===== src/rtl/cmos_i2c_pkg.sv =====
// Shared types and constants for the PCF8583-style CMOS RAM I2C responder.
package cmos_i2c_pkg;

  localparam int RAM_DEPTH = 256;
  localparam int RAM_AW    = 8;
  localparam int RAM_DW    = 8;

  // {previous, current} synchronized SDA while SCL stays high.
  localparam logic [1:0] SDA_FALL = 2'b10;  // START
  localparam logic [1:0] SDA_RISE = 2'b01;  // STOP

  typedef enum logic [3:0] {
    IDLE  = 4'd0,
    ADDR  = 4'd1,
    ACK_A = 4'd2,
    WORD  = 4'd3,
    ACK_W = 4'd4,
    WDATA = 4'd5,
    ACK_D = 4'd6,
    RDATA = 4'd7,
    RACK  = 4'd8,
    WAIT  = 4'd9
  } state_t;

endpackage


===== src/rtl/cmos_ram_dp.sv =====
// 256x8 true dual-port RAM. Port A is the host port and wins a same-address
// write collision; reads are registered and return pre-write (old) data.
module cmos_ram_dp
  import cmos_i2c_pkg::*;
(
  input  logic              clk_i,
  input  logic              rst_i,
  input  logic [RAM_AW-1:0] a_addr_i,
  input  logic              a_we_i,
  input  logic [RAM_DW-1:0] a_din_i,
  output logic [RAM_DW-1:0] a_dout_o,
  input  logic [RAM_AW-1:0] b_addr_i,
  input  logic              b_we_i,
  input  logic [RAM_DW-1:0] b_din_i,
  output logic [RAM_DW-1:0] b_dout_o
);

  logic [RAM_DW-1:0] mem_q [RAM_DEPTH];
  logic [RAM_DW-1:0] a_dout_q;
  logic [RAM_DW-1:0] b_dout_q;
  logic              b_we_eff;

  // Port B loses a same-cycle write to the same byte.
  assign b_we_eff = b_we_i & ~(a_we_i & (a_addr_i == b_addr_i));

  // Array writes; contents are deliberately not cleared by reset.
  always_ff @(posedge clk_i) begin
    if (a_we_i) begin
      mem_q[a_addr_i] <= a_din_i;
    end
    if (b_we_eff) begin
      mem_q[b_addr_i] <= b_din_i;
    end
  end

  // Registered read ports, one cycle of latency, cleared by reset.
  always_ff @(posedge clk_i) begin
    if (rst_i) begin
      a_dout_q <= '0;
      b_dout_q <= '0;
    end else begin
      a_dout_q <= mem_q[a_addr_i];
      b_dout_q <= mem_q[b_addr_i];
    end
  end

  assign a_dout_o = a_dout_q;
  assign b_dout_o = b_dout_q;

endmodule


===== src/rtl/cmos_i2c_slave.sv =====
// I2C responder emulating a PCF8583 CMOS RAM behind a bit-banged master.
// Bus handshake: the master owns SCL; this block only pulls SDA low
// (sda_o = sda_i & ~drive_low) and never stretches the clock. Bits are
// sampled on synchronized SCL rise and SDA drive changes on SCL fall.
module cmos_i2c_slave
  import cmos_i2c_pkg::*;
#(
  parameter logic [6:0] DEV_ADDR    = 7'b1010000,
  parameter int         SYNC_STAGES = 2
) (
  input  logic       clkcpu,
  input  logic       rst_i,
  input  logic       scl_i,
  input  logic       sda_i,
  output logic       sda_o,
  input  logic [7:0] host_addr,
  input  logic       host_we,
  input  logic [7:0] host_din,
  output logic [7:0] host_dout,
  output logic       busy,
  output logic [3:0] dbg_state_o
);

  logic [SYNC_STAGES-1:0] scl_sync_q;
  logic [SYNC_STAGES-1:0] sda_sync_q;
  logic                   scl_dly_q;
  logic                   sda_dly_q;
  logic                   scl_s;
  logic                   sda_s;
  logic                   scl_rise;
  logic                   scl_fall;
  logic                   start_det;
  logic                   stop_det;

  state_t      state_q, state_d;
  logic [3:0]  bit_cnt_q, bit_cnt_d;
  logic [7:0]  shift_q, shift_d;
  logic [7:0]  ptr_q, ptr_d;
  logic        drive_low_q, drive_low_d;
  logic        busy_q, busy_d;
  logic        ack_ph_q, ack_ph_d;
  logic        rw_q, rw_d;
  logic [7:0]  shift_in;
  logic        i2c_we;
  logic [7:0]  i2c_rdata;

  // Synchronize the bus inputs and keep one extra delayed copy for edges.
  always_ff @(posedge clkcpu) begin
    if (rst_i) begin
      scl_sync_q <= '1;
      sda_sync_q <= '1;
      scl_dly_q  <= 1'b1;
      sda_dly_q  <= 1'b1;
    end else begin
      scl_sync_q <= {scl_sync_q[SYNC_STAGES-2:0], scl_i};
      sda_sync_q <= {sda_sync_q[SYNC_STAGES-2:0], sda_i};
      scl_dly_q  <= scl_s;
      sda_dly_q  <= sda_s;
    end
  end

  assign scl_s     = scl_sync_q[SYNC_STAGES-1];
  assign sda_s     = sda_sync_q[SYNC_STAGES-1];
  assign scl_rise  = scl_s & ~scl_dly_q;
  assign scl_fall  = ~scl_s & scl_dly_q;
  assign start_det = scl_s & scl_dly_q & ({sda_dly_q, sda_s} == SDA_FALL);
  assign stop_det  = scl_s & scl_dly_q & ({sda_dly_q, sda_s} == SDA_RISE);
  assign shift_in  = {shift_q[6:0], sda_s};

  // Protocol state and datapath registers.
  always_ff @(posedge clkcpu) begin
    if (rst_i) begin
      state_q     <= IDLE;
      bit_cnt_q   <= '0;
      shift_q     <= '0;
      ptr_q       <= '0;
      drive_low_q <= 1'b0;
      busy_q      <= 1'b0;
      ack_ph_q    <= 1'b0;
      rw_q        <= 1'b0;
    end else begin
      state_q     <= state_d;
      bit_cnt_q   <= bit_cnt_d;
      shift_q     <= shift_d;
      ptr_q       <= ptr_d;
      drive_low_q <= drive_low_d;
      busy_q      <= busy_d;
      ack_ph_q    <= ack_ph_d;
      rw_q        <= rw_d;
    end
  end

  // Next-state logic; STOP and START override whatever state is active.
  always_comb begin
    state_d     = state_q;
    bit_cnt_d   = bit_cnt_q;
    shift_d     = shift_q;
    ptr_d       = ptr_q;
    drive_low_d = drive_low_q;
    busy_d      = busy_q;
    ack_ph_d    = ack_ph_q;
    rw_d        = rw_q;
    i2c_we      = 1'b0;

    if (stop_det) begin
      state_d     = IDLE;
      drive_low_d = 1'b0;
      busy_d      = 1'b0;
      ack_ph_d    = 1'b0;
    end else if (start_det) begin
      state_d     = ADDR;
      bit_cnt_d   = '0;
      drive_low_d = 1'b0;
      ack_ph_d    = 1'b0;
    end else begin
      case (state_q)
        IDLE, WAIT: begin
        end
        ADDR, WORD, WDATA: begin
          if (scl_rise) begin
            shift_d = shift_in;
            if (bit_cnt_q == 4'd7) begin
              bit_cnt_d = '0;
              if (state_q == ADDR) begin
                if (shift_in[7:1] == DEV_ADDR) begin
                  state_d = ACK_A;
                  busy_d  = 1'b1;
                  rw_d    = shift_in[0];
                end else begin
                  state_d = IDLE;
                  busy_d  = 1'b0;
                end
              end else if (state_q == WORD) begin
                ptr_d   = shift_in;
                state_d = ACK_W;
              end else begin
                i2c_we  = 1'b1;
                ptr_d   = ptr_q + 8'd1;
                state_d = ACK_D;
              end
            end else begin
              bit_cnt_d = bit_cnt_q + 4'd1;
            end
          end
        end
        ACK_A, ACK_W, ACK_D: begin
          if (scl_fall) begin
            if (!ack_ph_q) begin
              drive_low_d = 1'b1;
              ack_ph_d    = 1'b1;
            end else begin
              drive_low_d = 1'b0;
              ack_ph_d    = 1'b0;
              bit_cnt_d   = '0;
              if (state_q == ACK_A) begin
                if (rw_q) begin
                  // This fall both ends the ACK and presents the MSB.
                  state_d     = RDATA;
                  shift_d     = i2c_rdata;
                  drive_low_d = ~i2c_rdata[7];
                  bit_cnt_d   = 4'd1;
                end else begin
                  state_d = WORD;
                end
              end else begin
                state_d = WDATA;
              end
            end
          end
        end
        RDATA: begin
          // bit_cnt counts bits already presented; 8 means release for ACK.
          if (scl_fall) begin
            if (bit_cnt_q == 4'd8) begin
              drive_low_d = 1'b0;
              ptr_d       = ptr_q + 8'd1;
              bit_cnt_d   = '0;
              state_d     = RACK;
            end else if (bit_cnt_q == 4'd0) begin
              drive_low_d = ~shift_q[7];
              bit_cnt_d   = 4'd1;
            end else begin
              shift_d     = {shift_q[6:0], 1'b0};
              drive_low_d = ~shift_q[6];
              bit_cnt_d   = bit_cnt_q + 4'd1;
            end
          end
        end
        RACK: begin
          if (scl_rise) begin
            if (!sda_s) begin
              state_d   = RDATA;
              shift_d   = i2c_rdata;
              bit_cnt_d = '0;
            end else begin
              state_d = WAIT;
            end
          end
        end
        default: begin
          state_d = IDLE;
        end
      endcase
    end
  end

  cmos_ram_dp u_ram (
    .clk_i    (clkcpu),
    .rst_i    (rst_i),
    .a_addr_i (host_addr),
    .a_we_i   (host_we),
    .a_din_i  (host_din),
    .a_dout_o (host_dout),
    .b_addr_i (ptr_q),
    .b_we_i   (i2c_we),
    .b_din_i  (shift_in),
    .b_dout_o (i2c_rdata)
  );

  assign sda_o       = sda_i & ~drive_low_q;
  assign busy        = busy_q;
  assign dbg_state_o = state_q;

endmodule


===== config.mk =====
export PLATFORM = sky130hd
export DESIGN_NAME = cmos_i2c_slave
export DESIGN_NICKNAME = d
export VERILOG_FILES = /design/src/rtl/cmos_i2c_pkg.sv /design/src/rtl/cmos_ram_dp.sv /design/src/rtl/cmos_i2c_slave.sv
export SDC_FILE = /design/constraint.sdc
export NUM_CORES = 2
export LEC_CHECK = 0
export CORE_MARGIN = 2
export CORE_UTILIZATION = 50
export CTS_CLUSTER_SIZE = 14
export DETAILED_ROUTE_END_ITERATION = 6
export PLACE_DENSITY_LB_ADDON = 0.12
export SLEW_MARGIN = 15
export SYNTH_ARGS = -nofsm -noshare
export SYNTH_HDL_FRONTEND = slang
export SYNTH_SLANG_ARGS = --single-unit

===== constraint.sdc =====
create_clock -name clkcpu -period 3.52 [get_ports clkcpu]
set_input_delay 0.704 -clock clkcpu [delete_from_list [all_inputs] [get_ports clkcpu]]
set_output_delay 0.704 -clock clkcpu [all_outputs]
set_load 0.1 [all_outputs]

==> run summary <==
The run finished, with violations left. The checks that failed: setup timing. Clock skew on the completed layout was measured at around 0.1 ns. After synthesis, the cell types taking the most area are edfxtp_1, mux2_2, mux4_2. The final count of pins violating max slew came to 0. The relative max-transition margin is 0.2318. The detailed placement HPWL is 348,700 um. The routability-driven placement congestion ratio came out at 1.031. The dominant cell by count in the synthesized netlist is mux2_2. The main combinational cell family by area after synthesis is multiplexers.

The placeable core region came out at around 250,000 um^2. The total track usage came out at 0.3777. The period utilization came out at 1.001. In this run the worst hold path is classified as in2reg. The via count of the first global-routing pass came out at approximately 89k.

The die outline width is 510.4 um. The number of warnings printed during yosys synthesis came out at 0. The critical path's largest stage delay came out at a little over 0.5 ns. The portion of netlist area occupied by mux cells is 0.3652. Power comes to just under 0.06 W.

The slowest cell on the critical path is o211ai_1. TritonCTS built the clock tree. The number of buffers inserted by port buffering is 34. The vertical extent of the die is 510.4 um.

The row count is 185. The average via count per standard cell is 7.130. The number of buffers between clock root and the deepest sink is 4.

Among the stages of the critical path, the cell type that occurs most often is buf_4. The initial antenna violation count came out at 31. The routed wirelength normalized by instance count came out at 39.31 um. The count of nets left with antenna violations once routing finished came out at 0.

Wires add up to 497,700 um. The post-synthesis compound-gate area fraction was 0.05955. The sum of negative setup slack is -0.006164 ns.

The detailed-routing iteration count for the pre-antenna-repair pass is 6. The number of distinct library cells after synthesis came out at 77. The clock reaches the later pin of the worst-skew pair after 0.96 ns. Counting instances in the post-synthesis netlist gives the leading cell types as mux2_2, edfxtp_1, mux4_2. The sequential cell area fraction in the yosys report came out at 0.4875. Across the VDD grid, the largest voltage drop is approximately 0.40 mV. Of the total synthesized cell area, the portion taken by AND, OR, NAND and NOR gates is 0.05102. In this run the worst path has a maximum fanout of 31. Counting every instance in the synthesized netlist gives 8,539. The post-layout instance area is 149,800 um^2. The average size of a mapped cell is 15.01 um^2. Max-cap violations in this run came to 0. Derived from the worst setup path, the maximum achievable clock frequency is 283.8 MHz. STA classifies the critical path startpoint as a register. The number of remaining DRC errors came out at 0. The area of the die is 260,500 um^2. The final setup violation count is 2. The cell area power density came out at a little under 400 nW/um^2.

The total clock buffers created by CTS is 241. STA classifies the critical path endpoint as a register. The count of placed standard cells including taps is 12.21k. The share of synthesized registers carrying an async set or reset came out at 0. The most used flip-flop cell after synthesis is edfxtp_1.

The number of nets handed over by synthesis was approximately 8.6k. The slack of the critical path came out at -0.003106 ns. The largest net degree at the start of global routing came out at around 110.

The worst hold slack after final layout came out at a little over 0.3 ns. The synthesized design spends more area on one cell type than any other, namely edfxtp_1. The XOR/XNOR share of the synthesized area is 0.0007515.

The clock net in this run drives a total of 2,098 sinks. The signed area change from the synthesized netlist to the final layout is 16.89%. Of the total synthesized cell area, the portion taken by full adders, half adders and majority gates is 0.0005856. The depth of the CTS H-tree came out at 4. The arrival time of data at the critical path endpoint came out at 4.40 ns. The routed via count is 90.28k. The post-route minimum period came out at 3.523 ns. The transition time at the pin with the least slew margin is 1.152 ns. The residual overflow from global routing is 0.

For the worst setup path, the data required time is 4.40 ns. The first routing iteration left 13.00k violations. The final-stage net count came out at 9,118.

After clock tree synthesis, the clock-pin slew on the worst setup and hold paths is ~0.07 ns. In this run the static leakage power is 50.97 nW. The ratio of cells with drive above 1 in the final layout is 0.5297.

35 I/O pins were placed. Setup repair after global routing left no endpoint under its margin. For this configuration, the core starts out at a cell density of 0.5035. The first global-routing pass estimated just under 700,000 um of wire. The final hold violation count came out at 0. The critical path goes through buf_12 -> buf_4 -> nor2b_4 -> buf_12 -> a221oi_1 -> buf_4 -> nor2_1 -> o211ai_1 -> a21oi_1 -> buf_4 -> a41oi_1 -> buf_4 -> o211a_1. The post-synthesis register bit count came out at 2,098. The type of the worst setup path is reg2reg. Summing all placed instances gives a cell area of around 140,000 um^2. The share of synthesized area in the top cell type comes to 0.4797. The cell sitting at the root of the clock tree is a clkbuf_16.

The count of flip-flops with a built-in enable after synthesis came out at approximately 2.0k. The count of non-filler cells in the finished layout is ~13k. The combined area of all synthesized cells is between 100,000 and 150,000 um^2.
## power by group
part           switching (W)  total [W]  internal (W)
sequential          0.000189     0.0276        0.0275
combinational        0.00315    0.00538       0.00223
clock                 0.0109     0.0253        0.0144
## stage by stage
step | worst slack [ns] | util
after CTS | 0.02905 | 0.5882
after global placement | -0.5820 | 0.5577
final | -0.003106 | 0.5885
after floorplan | 0.007657 | -
after global routing | 0.01709 | 0.5883
after detailed placement | -0.5015 | 0.5577
## sequential cells by signal (all words and copies together) (netlist names)
register        count
ack_ph_q            1
bit_cnt_q           4
busy                1
dbg_state_o         4
drive_low_q         1
ptr_q               8
rw_q                1
scl_dly_q           1
scl_sync_q          2
sda_dly_q           1
sda_sync_q          2
shift_q             8
u_ram.a_dout_o      8
u_ram.b_dout_o      8
u_ram.mem_q      2048
## critical path: cells and delay by family (launching register included)
family | cells | cell delay (ns)
DFF | 1 | 0.35
AOI/OAI and AO/OA | 5 | 1.57
buffers and inverters | 6 | 1.21
and+or+nand+nor | 2 | 0.22
## logic make-up after synthesis
family	Yosys count
XOR/XNOR	11
flip-flops	2098
adder cells (fa/ha/maj)	6
AND/OR/NAND/NOR	881
AO/OA/AOI/OAI	1113
multiplexers	3389
buffers and inverters	1041
## worst paths after layout
kind,from,end,cells past startpoint,slack (ns)
max reg2reg,ptr_q[0]$_SDFFE_PP0P_,u_ram.b_dout_o[5]$_SDFF_PP0_,13,-0.003
max,ptr_q[0]$_SDFFE_PP0P_,u_ram.b_dout_o[5]$_SDFF_PP0_,13,-0.003
min reg2reg,sda_sync_q[0]$_SDFF_PP1_,sda_sync_q[1]$_SDFF_PP1_,1,0.41
min,scl_i,scl_sync_q[0]$_SDFF_PP1_,2,0.31
## placed cells by master (no fill, tap or decap), types with 29 or more instances in the layout
cell type and count:
mux2i_1 493, o21ai_0 129, nor2_8 115, nor2_2 124, a22oi_1 202, nand3_1 91
clkbuf_1 48, buf_4 1022, a21oi_1 121, a221o_1 33, clkbuf_16 241, mux4_2 823
nor2b_1 29, o211ai_1 48, clkinv_1 48, nor2_1 96, o22ai_1 321, buf_12 289
a221oi_1 80, nand2_1 151, nand4_1 32, nand2b_1 33, a211oi_1 37, dfxtp_1 35
clkinv_2 38, edfxtp_1 2048, mux2_2 2065
## timing repair
action / CTS / global route
hold buffers: 0 / 0
endpoints found under the setup margin: 4 / 7
setup buffers: 4 / 2
pin swaps: 0 / 0
gates resized for setup: 6 / 3
## metal layers
layer	vias to the layer above	track usage	part of all wire
met2	6107	0.5903	0.46
met4	22	0.2011	0.063
met3	1239	0.08281	0.11
met5	-	0	0.00027
li1	35950	-	-
met1	46960	0.4937	0.37
## cell type report
cell class                 instances  area [um^2]
tap                             3366         4212
multi-input combinational       5400        61590
fill                           19940       104800
sequential                      2098        62550
timing repair buffer            1329        13690
antenna                           18        45.04
inverter                          21        78.83
clock buffer                     289         6211
clock inverter                   141         1466
Power figures use the tool's default switching activity.
